<file path="src/rtl/axi_lite_pkg.sv">
// Shared types for the AXI4-Lite request master: FSM state encoding and AXI response codes.
// Latency: n/a (package only).
// Backpressure: n/a (package only).
package axi_lite_pkg;

    typedef enum logic [2:0] {
        IDLE    = 3'd0,
        WR      = 3'd1,
        WR_RESP = 3'd2,
        RD_ADDR = 3'd3,
        RD_DATA = 3'd4,
        RSP     = 3'd5
    } state_e;

    localparam logic [1:0] RESP_OKAY   = 2'b00;
    localparam logic [1:0] RESP_EXOKAY = 2'b01;
    localparam logic [1:0] RESP_SLVERR = 2'b10;
    localparam logic [1:0] RESP_DECERR = 2'b11;

endpackage

</file>
<file path="src/rtl/axi_lite_req_master.sv">
// Converts single-beat req/rsp transfers into AXI4-Lite master transactions, one in flight.
// Latency: AXI valid 1 cycle after request accept; min turnaround accept->rsp 3 cycles, ready again at 4.
// Backpressure: o_req_ready only in IDLE; every AXI valid and o_rsp_valid held stable until its handshake.
//
// Ports:
//   clk, rst_n                 clock, async active-low reset
//   i_req_* / o_req_ready      request channel (we, addr, wdata, wstrb)
//   o_rsp_* / i_rsp_ready      response channel (we echo, rdata, resp)
//   o_axi_aw*/w*/b*/ar*/r*     AXI4-Lite master channels, all outputs registered
module axi_lite_req_master
    import axi_lite_pkg::*;
#(
    parameter int ADDR_BW_p = 12,
    parameter int DATA_BW_p = 32
) (
    input  logic                     clk,
    input  logic                     rst_n,
    input  logic                     i_req_valid,
    output logic                     o_req_ready,
    input  logic                     i_req_we,
    input  logic [ADDR_BW_p-1:0]     i_req_addr,
    input  logic [DATA_BW_p-1:0]     i_req_wdata,
    input  logic [DATA_BW_p/8-1:0]   i_req_wstrb,
    output logic                     o_rsp_valid,
    input  logic                     i_rsp_ready,
    output logic                     o_rsp_we,
    output logic [DATA_BW_p-1:0]     o_rsp_rdata,
    output logic [1:0]               o_rsp_resp,
    output logic [ADDR_BW_p-1:0]     o_axi_awaddr,
    output logic                     o_axi_awvalid,
    input  logic                     i_axi_awready,
    output logic [DATA_BW_p-1:0]     o_axi_wdata,
    output logic [DATA_BW_p/8-1:0]   o_axi_wstrb,
    output logic                     o_axi_wvalid,
    input  logic                     i_axi_wready,
    input  logic [1:0]               i_axi_bresp,
    input  logic                     i_axi_bvalid,
    output logic                     o_axi_bready,
    output logic [ADDR_BW_p-1:0]     o_axi_araddr,
    output logic                     o_axi_arvalid,
    input  logic                     i_axi_arready,
    input  logic [DATA_BW_p-1:0]     i_axi_rdata,
    input  logic [1:0]               i_axi_rresp,
    input  logic                     i_axi_rvalid,
    output logic                     o_axi_rready
);

    localparam int STRB_BW = DATA_BW_p / 8;

    state_e                 r_state;
    state_e                 w_state_nxt;

    logic                   r_req_ready;
    logic                   r_we;
    logic [ADDR_BW_p-1:0]   r_addr;
    logic [DATA_BW_p-1:0]   r_wdata;
    logic [STRB_BW-1:0]     r_wstrb;
    logic                   r_aw_done;
    logic                   r_w_done;
    logic                   r_awvalid;
    logic                   r_wvalid;
    logic                   r_bready;
    logic                   r_arvalid;
    logic                   r_rready;
    logic                   r_rsp_valid;
    logic [DATA_BW_p-1:0]   r_rsp_rdata;
    logic [1:0]             r_rsp_resp;

    logic                   w_req_hs;
    logic                   w_aw_hs;
    logic                   w_w_hs;
    logic                   w_b_hs;
    logic                   w_ar_hs;
    logic                   w_r_hs;
    logic                   w_rsp_hs;
    logic                   w_aw_done_nxt;
    logic                   w_w_done_nxt;

    assign w_req_hs = i_req_valid & r_req_ready;
    assign w_aw_hs  = r_awvalid   & i_axi_awready;
    assign w_w_hs   = r_wvalid    & i_axi_wready;
    assign w_b_hs   = r_bready    & i_axi_bvalid;
    assign w_ar_hs  = r_arvalid   & i_axi_arready;
    assign w_r_hs   = r_rready    & i_axi_rvalid;
    assign w_rsp_hs = r_rsp_valid & i_rsp_ready;

    // Done flags include this cycle's handshake so a same-cycle AW+W completion
    // (or the second of two staggered ones) moves straight on to WR_RESP.
    assign w_aw_done_nxt = r_aw_done | w_aw_hs;
    assign w_w_done_nxt  = r_w_done  | w_w_hs;

    always_ff @(posedge clk or negedge rst_n) begin
        if (!rst_n) begin
            r_state <= IDLE;
        end else begin
            r_state <= w_state_nxt;
        end
    end

    always_comb begin
        w_state_nxt = r_state;
        case (r_state)
            IDLE:    if (w_req_hs)                      w_state_nxt = i_req_we ? WR : RD_ADDR;
            WR:      if (w_aw_done_nxt && w_w_done_nxt) w_state_nxt = WR_RESP;
            WR_RESP: if (w_b_hs)                        w_state_nxt = RSP;
            RD_ADDR: if (w_ar_hs)                       w_state_nxt = RD_DATA;
            RD_DATA: if (w_r_hs)                        w_state_nxt = RSP;
            RSP:     if (w_rsp_hs)                      w_state_nxt = IDLE;
            default:                                    w_state_nxt = IDLE;
        endcase
    end

    // All outputs are registered decodes of the next state, so each one is
    // valid in the first cycle of the state it belongs to.
    always_ff @(posedge clk or negedge rst_n) begin
        if (!rst_n) begin
            r_req_ready <= 1'b1;
            r_we        <= 1'b0;
            r_addr      <= '0;
            r_wdata     <= '0;
            r_wstrb     <= '0;
            r_aw_done   <= 1'b0;
            r_w_done    <= 1'b0;
            r_awvalid   <= 1'b0;
            r_wvalid    <= 1'b0;
            r_bready    <= 1'b0;
            r_arvalid   <= 1'b0;
            r_rready    <= 1'b0;
            r_rsp_valid <= 1'b0;
            r_rsp_rdata <= '0;
            r_rsp_resp  <= RESP_OKAY;
        end else begin
            r_req_ready <= (w_state_nxt == IDLE);
            r_aw_done   <= (w_state_nxt == WR) & w_aw_done_nxt;
            r_w_done    <= (w_state_nxt == WR) & w_w_done_nxt;
            r_awvalid   <= (w_state_nxt == WR) & ~w_aw_done_nxt;
            r_wvalid    <= (w_state_nxt == WR) & ~w_w_done_nxt;
            r_bready    <= (w_state_nxt == WR_RESP);
            r_arvalid   <= (w_state_nxt == RD_ADDR);
            r_rready    <= (w_state_nxt == RD_DATA);
            r_rsp_valid <= (w_state_nxt == RSP);

            if (w_req_hs) begin
                r_we    <= i_req_we;
                r_addr  <= i_req_addr;
                r_wdata <= i_req_wdata;
                r_wstrb <= i_req_wstrb;
            end
            if (w_b_hs) begin
                r_rsp_resp  <= i_axi_bresp;
                r_rsp_rdata <= '0;
            end
            if (w_r_hs) begin
                r_rsp_resp  <= i_axi_rresp;
                r_rsp_rdata <= i_axi_rdata;
            end
        end
    end

    assign o_req_ready   = r_req_ready;
    assign o_rsp_valid   = r_rsp_valid;
    assign o_rsp_we      = r_we;
    assign o_rsp_rdata   = r_rsp_rdata;
    assign o_rsp_resp    = r_rsp_resp;
    // One captured address serves both AW and AR; only one of them is ever valid.
    assign o_axi_awaddr  = r_addr;
    assign o_axi_araddr  = r_addr;
    assign o_axi_awvalid = r_awvalid;
    assign o_axi_wdata   = r_wdata;
    assign o_axi_wstrb   = r_wstrb;
    assign o_axi_wvalid  = r_wvalid;
    assign o_axi_bready  = r_bready;
    assign o_axi_arvalid = r_arvalid;
    assign o_axi_rready  = r_rready;

endmodule

</file>
<file path="config.mk">
export PLATFORM = sky130hd
export DESIGN_NAME = axi_lite_req_master
export DESIGN_NICKNAME = d
export VERILOG_FILES = /design/src/rtl/axi_lite_pkg.sv /design/src/rtl/axi_lite_req_master.sv
export SDC_FILE = /design/constraint.sdc
export NUM_CORES = 1
export LEC_CHECK = 0
export ABC_AREA = 1
export CORE_ASPECT_RATIO = 1.4
export CORE_MARGIN = 8
export CORE_UTILIZATION = 29
export CTS_BUF_LIST = sky130_fd_sc_hd__clkbuf_16
export CTS_CLUSTER_SIZE = 20
export DETAILED_ROUTE_END_ITERATION = 12
export PLACE_DENSITY = 0.69
export SKIP_LAST_GASP = 1
export SLEW_MARGIN = 20
export SYNTH_ARGS = -nofsm -noshare
export SYNTH_HDL_FRONTEND = slang
export SYNTH_SLANG_ARGS = --single-unit
</file>
<file path="constraint.sdc">
create_clock -name clk -period 1.79 [get_ports clk]
set_clock_uncertainty 0.1 [all_clocks]
set_input_delay 0.358 -clock clk [delete_from_list [all_inputs] [get_ports clk]]
set_output_delay 0.358 -clock clk [all_outputs]
set_load 0.005 [all_outputs]
</file>
==> flow_metrics.env <==
export IMPL_worst_pin_slew_ns=0.351
export IMPL_cp_startpoint="o_rsp_rdata[0]$_DFFE_PN0P_"
export IMPL_syn_avg_cell_area_um2=8.68
export IMPL_min_period_ns=1.70
export IMPL_r2r_cells=5
export IMPL_r2r_start="o_req_ready$_DFF_PN1_"
export IMPL_nFillCells=1255
export IMPL_vias=3505
export IMPL_ys_top_cells_by_count="nand2_1, dfrtp_1, nand3_1, nor2_1, clkbuf_1"
export IMPL_io_pins=196
export IMPL_slowest_delay_ns=0.56
export IMPL_leakagePower_uw=0.00308
export IMPL_crit_cells=1
export IMPL_yosysSeqAreaShare_pct=61.9
export IMPL_setup_viol=0
export IMPL_gp_congestion=0.765
export IMPL_period_share_pct=95.1
export IMPL_r2r_setup_slack_ns=0.37
export IMPL_wl_per_cell_um=15.5
export IMPL_critPathKind="flop to output pin"
export IMPL_worst_path_buf_inv=1
export IMPL_grt_max_degree=52
export IMPL_clock_latency_ns=0.33
export IMPL_critPathMaxFanout=2
export IMPL_yosysUniqueCellTypes=18
export IMPL_peakVddDrop_mv=0.599
export IMPL_cts_root_buffer="clkbuf_16"
export IMPL_drt_iter0_drc=181
export IMPL_p_per_area_nw_per_um2=1520
export IMPL_synthCells=443
export IMPL_arrival_ns=1.24
export IMPL_die_area_um2=17300
export IMPL_ys_top_cells_by_area="dfrtp_1, nand2_1, nand3_1"
export IMPL_synth_edf_count=0
export IMPL_grt_pass1_wl_um=19500
export IMPL_antenna_found_initial=0
export IMPL_drv_cap=0
export IMPL_slew_headroom_pct=76.6
export IMPL_antenna_cells=0
export IMPL_holdCritPathClass="flop to flop"
export IMPL_grt_pass1_vias=3775
export IMPL_cp_start_kind="flop"
export IMPL_viasPerCell=4.45
export IMPL_synth_net_count=537
export IMPL_yosysMostFrequentCell="nand2_1"
export IMPL_synth_top_area_cell="dfrtp_1"
export IMPL_first_pass_iters=5
export IMPL_cts_tree="yes"
export IMPL_rsz0062_at_grt="no"
export IMPL_max_freq_mhz=587
export IMPL_gr_usage_all_layers_pct=14.1
export IMPL_numClockSinks=95
export IMPL_cts_made_buffers=9
export IMPL_cp_endpoint="o_rsp_rdata[0]"
export IMPL_regToRegEndpoint="o_axi_wdata[28]$_DFFE_PN0P_"
export IMPL_synth_async_reset_ratio_pct=100
export IMPL_crit_family="buffers and inverters"
export IMPL_area_growth_pct=62.5
export IMPL_syn_area_um2=3840
export IMPL_endpoint_kind="output pin"
export IMPL_synth_top_cell_area_share_pct=61.2
export IMPL_drt_total_wl_um=12200
export IMPL_nets=721
export IMPL_crit_chain="clkdlybuf4s50_1"
export IMPL_cts_buffer_depth=2
export IMPL_hold_viol=0
export IMPL_core_area_um2=13100
export IMPL_yosysWarningCount=0
export IMPL_portBuffers=195
export IMPL_initial_utilization_pct=29.3
export IMPL_cts_htree_levels=3
export IMPL_post_cts_buffers=0
export IMPL_drive_gt1_share_pct=6.17
export IMPL_ys_dominant_reg_cell="dfrtp_1"
export IMPL_crit_required_ns=1.33
export IMPL_dp_hpwl_um=9500
export IMPL_antenna_left=0
export IMPL_dieHeight_um=152
export IMPL_path_clk_slew_ns=0.06
export IMPL_rows=50
export IMPL_die_w_um=113
export IMPL_hold_worst_slack_ns=0.378
export IMPL_drv_slew=0
export IMPL_ys_ff_latch=95
export IMPL_cpMaxStageDelayCell="clkdlybuf4s50_1"
export IMPL_overflow=0
export IMPL_drc=0
export IMPL_outcome="finished clean"
export IMPL_tns_ns=0
## logic make-up after synthesis
kind of cell / Yosys count / synth area share [%]
AOI/OAI and AO/OA: 6 / 0.879
DFF: 95 / 61.9
buffers and inverters: 47 / 5.99
and+or+nand+nor: 295 / 31.3
## cell usage in the layout, fill, tap and decap left out, drive strengths merged
cell | synthesis | final
clkdlybuf4s50 | 0 | 193
dfrtp | 94 | 94
clkbuf | 13 | 9
nand2 | 235 | 235
clkinv | 0 | 2
inv | 15 | 17
nand3 | 40 | 40
nand4 | 2 | 2
o21ai | 6 | 6
clkinvlp | 0 | 2
dfstp | 1 | 1
bufinv | 0 | 1
nor2 | 18 | 18
dlygate4sd3 | 0 | 1
dlygate4sd2 | 0 | 1
buf | 19 | 10
## layout make-up
cell class | count | area [um^2] | share of cell area (%)
clock inverter | 7 | 66.3 | 1.06
sequential | 95 | 2380 | 38.1
tap | 156 | 195 | 3.12
timing repair buffer | 205 | 2090 | 33.4
multi-input combinational | 301 | 1240 | 19.8
inverter | 15 | 56.3 | 0.901
clock buffer | 9 | 225 | 3.60
## routing by layer
metal / track usage, % / part of all wire, %
met5: 0 / 0
met4: 4.33 / 1.6
met3: 5.83 / 9.3
met2: 25.4 / 52
met1: 14.4 / 37
## worst min path at each step
| stage | startpoint | end | slack (ns) | depth (start not counted) |
|---|---|---|---|---|
| 2_1_floorplan | rst_n | o_axi_araddr[0]$_DFFE_PN0P_ | -0.04 | 0 |
| 4_1_cts | o_axi_wdata[23]$_DFFE_PN0P_ | o_axi_wdata[23]$_DFFE_PN0P_ | 0.38 | 2 |
| 6_report | o_axi_wdata[7]$_DFFE_PN0P_ | o_axi_wdata[7]$_DFFE_PN0P_ | 0.38 | 2 |
| 5_1_grt | o_axi_wdata[21]$_DFFE_PN0P_ | o_axi_wdata[21]$_DFFE_PN0P_ | 0.40 | 2 |
| 3_3_place_gp | rst_n | o_rsp_rdata[11]$_DFFE_PN0P_ | 0.27 | 2 |
| 3_5_place_dp | rst_n | o_rsp_rdata[11]$_DFFE_PN0P_ | 0.27 | 2 |
## power by group
part	switching (uW)	internal [uW]	total (uW)	leakage [uW]
Clock	780	1070	1850	0.000144
Combinational	1740	2320	4070	0.00171
Sequential	536	3030	3560	0.00123
## flip-flops by register name, summed over array words and instances, names as in the netlist, 2 cells and up
name / flops
o_axi_araddr: 12
o_axi_wdata: 32
o_axi_wstrb: 4
o_rsp_rdata: 32
o_rsp_resp: 2
r_state: 3
## repair_timing
action                                 CTS  global route
endpoints found under the hold margin   94             0
hold buffers                             1             0
resized for setup                        1             0
setup endpoints to repair                1             0
## metrics by stage
stage / power, uW / utilization [%] / instances / setup WS, ns / instance area (um^2)
CTS: 9640 / 47.6 / 788 / 0.0696 / 6250
global placement: 7600 / 45.3 / 771 / 0.0943 / 5950
detailed placement: 7720 / 45.3 / 771 / 0.0572 / 5950
finish: 9480 / 47.6 / 788 / 0.0877 / 6250
floorplan: 5170 / - / 443 / 0.447 / 3840
global route: 10200 / 47.6 / 788 / 0.0310 / 6250
Note: power is estimated with default switching activity, not from simulation.
